[src/rtl/ctl_formation.sv]
// ctl_formation: march-pattern motion generator for the enemy formation base position
module ctl_formation #(
    parameter int X_START   = 100,
    parameter int Y_START   = 60,
    parameter int X_MIN     = 20,
    parameter int X_MAX     = 120,
    parameter int STEP_X    = 4,
    parameter int STEP_DOWN = 16,
    parameter int Y_LIMIT   = 500,
    parameter int FRAME_DIV = 2
) (
    input  logic        pclk,
    input  logic        rst,
    input  logic        frame_tick,
    input  logic        start,
    input  logic        freeze,
    output logic [10:0] x_out,
    output logic [10:0] y_out,
    output logic        moving_right,
    output logic        landed
);
    localparam int DW = FRAME_DIV > 1 ? $clog2(FRAME_DIV) : 1;

    typedef enum logic [2:0] {IDLE, MOVE_RIGHT, DOWN_R, MOVE_LEFT, DOWN_L, LANDED} state_t;

    state_t        state, state_n;
    logic [10:0]   x_n, y_n;
    logic [DW-1:0] div, div_n;
    logic          mr_n;
    logic [11:0]   x_add, x_diff, y_add;
    logic          motion, reload, upd;

    // next-state, next-position and divider logic; start beats freeze beats update
    always_comb begin
        x_add   = {1'b0, x_out} + 12'(STEP_X);
        x_diff  = {1'b0, x_out} - 12'(X_MIN);
        y_add   = {1'b0, y_out} + 12'(STEP_DOWN);
        motion  = state inside {MOVE_RIGHT, DOWN_R, MOVE_LEFT, DOWN_L};
        reload  = start && !motion;
        upd     = frame_tick && div == DW'(FRAME_DIV - 1);
        state_n = state;
        x_n     = x_out;
        y_n     = y_out;
        div_n   = motion ? div : '0;
        if (reload) begin
            state_n = MOVE_RIGHT;
            x_n     = 11'(X_START);
            y_n     = 11'(Y_START);
            div_n   = '0;
        end else if (motion && !freeze && frame_tick) begin
            div_n = upd ? '0 : div + 1'b1;
            if (upd) begin
                case (state)
                    MOVE_RIGHT: begin
                        x_n     = x_add >= 12'(X_MAX) ? 11'(X_MAX) : x_add[10:0];
                        state_n = x_add >= 12'(X_MAX) ? DOWN_R : MOVE_RIGHT;
                    end
                    MOVE_LEFT: begin
                        x_n     = x_diff <= 12'(STEP_X) ? 11'(X_MIN) : x_out - 11'(STEP_X);
                        state_n = x_diff <= 12'(STEP_X) ? DOWN_L : MOVE_LEFT;
                    end
                    DOWN_R, DOWN_L: begin
                        y_n     = y_add >= 12'(Y_LIMIT) ? 11'(Y_LIMIT) : y_add[10:0];
                        state_n = y_add >= 12'(Y_LIMIT) ? LANDED :
                                  state == DOWN_R ? MOVE_LEFT : MOVE_RIGHT;
                    end
                    default: ;
                endcase
            end
        end
        mr_n = (state_n == MOVE_RIGHT || state_n == DOWN_R) ? 1'b1 :
               (state_n == MOVE_LEFT  || state_n == DOWN_L) ? 1'b0 : moving_right;
    end

    // registered state and outputs so direction/landed flip with the state
    always_ff @(posedge pclk) begin
        if (rst) begin
            state        <= IDLE;
            x_out        <= 11'(X_START);
            y_out        <= 11'(Y_START);
            div          <= '0;
            moving_right <= 1'b1;
            landed       <= 1'b0;
        end else begin
            state        <= state_n;
            x_out        <= x_n;
            y_out        <= y_n;
            div          <= div_n;
            moving_right <= mr_n;
            landed       <= state_n == LANDED;
        end
    end
endmodule
[config.mk]
export PLATFORM = sky130hd
export DESIGN_NAME = ctl_formation
export DESIGN_NICKNAME = d
export VERILOG_FILES = /design/src/rtl/ctl_formation.sv
export SDC_FILE = /design/constraint.sdc
export NUM_CORES = 1
export LEC_CHECK = 0
export BUFFER_PORTS_ARGS = -buffer_cell sky130_fd_sc_hd__buf_2
export CAP_MARGIN = 5
export CORE_MARGIN = 1.5
export CORE_UTILIZATION = 30
export CTS_CLUSTER_SIZE = 12
export DETAILED_ROUTE_END_ITERATION = 7
export PLACE_DENSITY_LB_ADDON = 0.1
export SYNTH_ARGS = -nofsm -noshare
export SYNTH_HDL_FRONTEND = slang
export SYNTH_SLANG_ARGS = --single-unit
[constraint.sdc]
create_clock -name pclk -period 5 [get_ports pclk]
set_input_delay 0.75 -clock pclk [delete_from_list [all_inputs] [get_ports pclk]]
set_output_delay 0.75 -clock pclk [all_outputs]
set_load 0.05 [all_outputs]
==> results_dict.tcl <==
set metrics [dict create \
    drv_cap 0 \
    end_kind "flip-flop" \
    ys_seq_area_frac 0.2787 \
    grt_pass1_vias 1400 \
    wl_um 4428 \
    cts_max_level 1 \
    clockBufferDepth 2 \
    placementRows 27 \
    hpwl_um 3178 \
    clock_sinks 24 \
    cts_tree "done" \
    core_area_mm2 0.005540 \
    critical_path_class "reg2reg" \
    drc 0 \
    status "complete, no violations" \
    setup_tns_ns 0 \
    initial_utilization 0.3112 \
    synth_cells 214 \
    synthArstFlopShare 0 \
    portBuffers 24 \
    worst_slew_pin_slew_ns 0.8811 \
    fmaxAchievable_mhz 351.8 \
    hold_viol 0 \
    antenna_left 0 \
    clk_pin_slew_ns 0.09 \
    drt_first_pass_iters 4 \
    overflow 0 \
    die_width_um 78.81 \
    maxSlewHeadroom 0.4126 \
    hold_ws_ns 0.5003 \
    fin_nets 243 \
    die_h_um 78.81 \
    cp.arrival_ns 3.00 \
    cp.required_ns 5.16 \
    finalNonFillerCells 301 \
    grtUsageTotal 0.1459 \
    max-vdd-ir-drop_v 0.00007242 \
    layout_common_cells "dfxtp_1 (24), buf_2 (24), nor2_1 (23), a21oi_1 (15)" \
    drive_above_1_share 0.1878 \
    post_cts_buffers 0 \
    die_area_mm2 0.006211 \
    numCtsBuffers 3 \
    setup_viol 0 \
    post_cts_resize_count 0 \
    grt_pass1_wl_um 7189 \
    dominantRegCellSynth "dfxtp_1" \
    layout_min_cycle_time_ns 2.842 \
    synth_edf_count 0 \
    avgViaCountPerCell 5.422 \
    avgSynthCellArea_um2 8.057 \
    leakage_nw 0.7344 \
    worstSetupStartpointType "flip-flop" \
    drv_slew 0 \
    period_share 0.5684 \
    dp.cells 298 \
    pin_count 29 \
    yosys_warnings 0 \
    p_per_area_mw_per_mm2 178.3 \
    finalWeightedCongestion 0.7373 \
    cts-root-buf "clkbuf_8" \
    synth_cell_type_count 62 \
    diodes 0 \
    finClkSkew_ns 0.003950 \
    clock_latency_ns 0.27 \
    synth_seq_cells 24 \
    vias 1632 \
    rsz0062_at_grt "no" \
    synth_area_mm2 0.001724 \
    cp_max_fo 14 \
    area_growth_pct 8.853 \
    routedWlPerCell_um 14.71 \
    antenna_found_initial 0 \
    drt_iter0_drc 142 \
    hold_path_class "reg2reg" \
    grt_max_degree 17 \
    hold_buffers 0 \
]
-- final cells by class --
type	instances	area (um^2)
fill	610	3664
tap	72	90.09
timing repair buffer	24	120.1
sequential	24	480.5
clock buffer	3	41.29
multi-input combinational	170	1115
inverter	8	30.03
-- worst paths after layout --
check                start           end  slack [ns]  cells after the start
hold reg to reg   y_out[2]      y_out[2]        0.50                      2
setup / recovery  x_out[3]  moving_right        2.16                      8
setup reg to reg  x_out[3]  moving_right        2.16                      8
hold / removal    y_out[2]      y_out[2]        0.50                      2
-- power by group --
| part | total (mW) | leakage (nW) | internal [mW] | switching, mW |
|---|---|---|---|---|
| Clock | 0.119 | 0.0216 | 0.0540 | 0.0654 |
| Sequential | 0.193 | 0.194 | 0.192 | 0.00153 |
| Combinational | 0.0219 | 0.519 | 0.00476 | 0.0172 |
| Total | 0.335 | 0.734 | 0.251 | 0.0841 |
-- cell families after synthesis --
family / synth area share
AO/OA/AOI/OAI: 0.2678
XOR/XNOR: 0.04063
adder cells (fa/ha/maj): 0.05080
buffers and inverters: 0.08127
flip-flops: 0.2787
other: 0.002175
AND/OR/NAND/NOR: 0.2787
-- through the flow --
| step | util | cell area [um^2] | worst slack (ns) | power [mW] |
|---|---|---|---|---|
| 2_1_floorplan | - | 1735 | 2.309 | 0.2164 |
| 4_1_cts | 0.3388 | 1877 | 2.210 | 0.3414 |
| 5_1_grt | 0.3388 | 1877 | 1.908 | 0.3494 |
| 3_5_place_dp | 0.3313 | 1836 | 2.246 | 0.2196 |
| 6_report | 0.3388 | 1877 | 2.158 | 0.3346 |
| 3_3_place_gp | 0.3313 | 1836 | 2.232 | 0.2196 |
-- cells in the mapped netlist (2+ instances only) --
master	number	area [um^2]
xnor2_1	4	35.03
o21a_1	2	15.01
a22oi_1	3	22.52
xor2_1	4	35.03
nand2_1	14	52.55
ha_1	7	87.58
o211ai_1	3	22.52
nand2b_1	4	25.02
clkbuf_1	3	11.26
a21oi_1	15	75.07
nand3_1	10	50.05
nor2_1	23	86.33
dfxtp_1	24	480.5
a311oi_1	3	26.28
o21ai_1	2	10.01
a31o_2	2	17.52
nor2b_1	2	12.51
buf_4	6	45.04
a211oi_1	3	22.52
nand3b_1	4	30.03
nor3_1	4	20.02
inv_1	7	26.28
nor3b_1	2	15.01
nand4_1	4	25.02
buf_6	4	45.04
and3_1	5	31.28
o21ai_0	14	70.07
o41ai_2	2	32.53
-- state kept, by name, summed over array words and instances (netlist names) --
name          flops
x_out             9
moving_right      1
div               1
y_out             9
landed            1
state             3
-- layer usage --
metal / vias up / GRT usage / share of wire / wire, um
li1: 805 / - / - / -
met1: 792 / 0.2047 / 0.51 / 2248
met2: 33 / 0.2276 / 0.45 / 1999
met3: 2 / 0.02874 / 0.035 / 156
met4: 0 / 0.03860 / 0.0054 / 24
met5: - / 0 / 0 / 0
-- worst max-delay path, stage by stage, from the launching register on --
cell and delay (ns):
dfxtp_1 0.67, inv_1 0.23, ha_1 0.35, o41ai_2 0.56, nand2_2 0.17, o211ai_2 0.21, o32ai_1 0.15, o41ai_2 0.30
a211oi_1 0.08
Power figures use the tool's default switching activity.
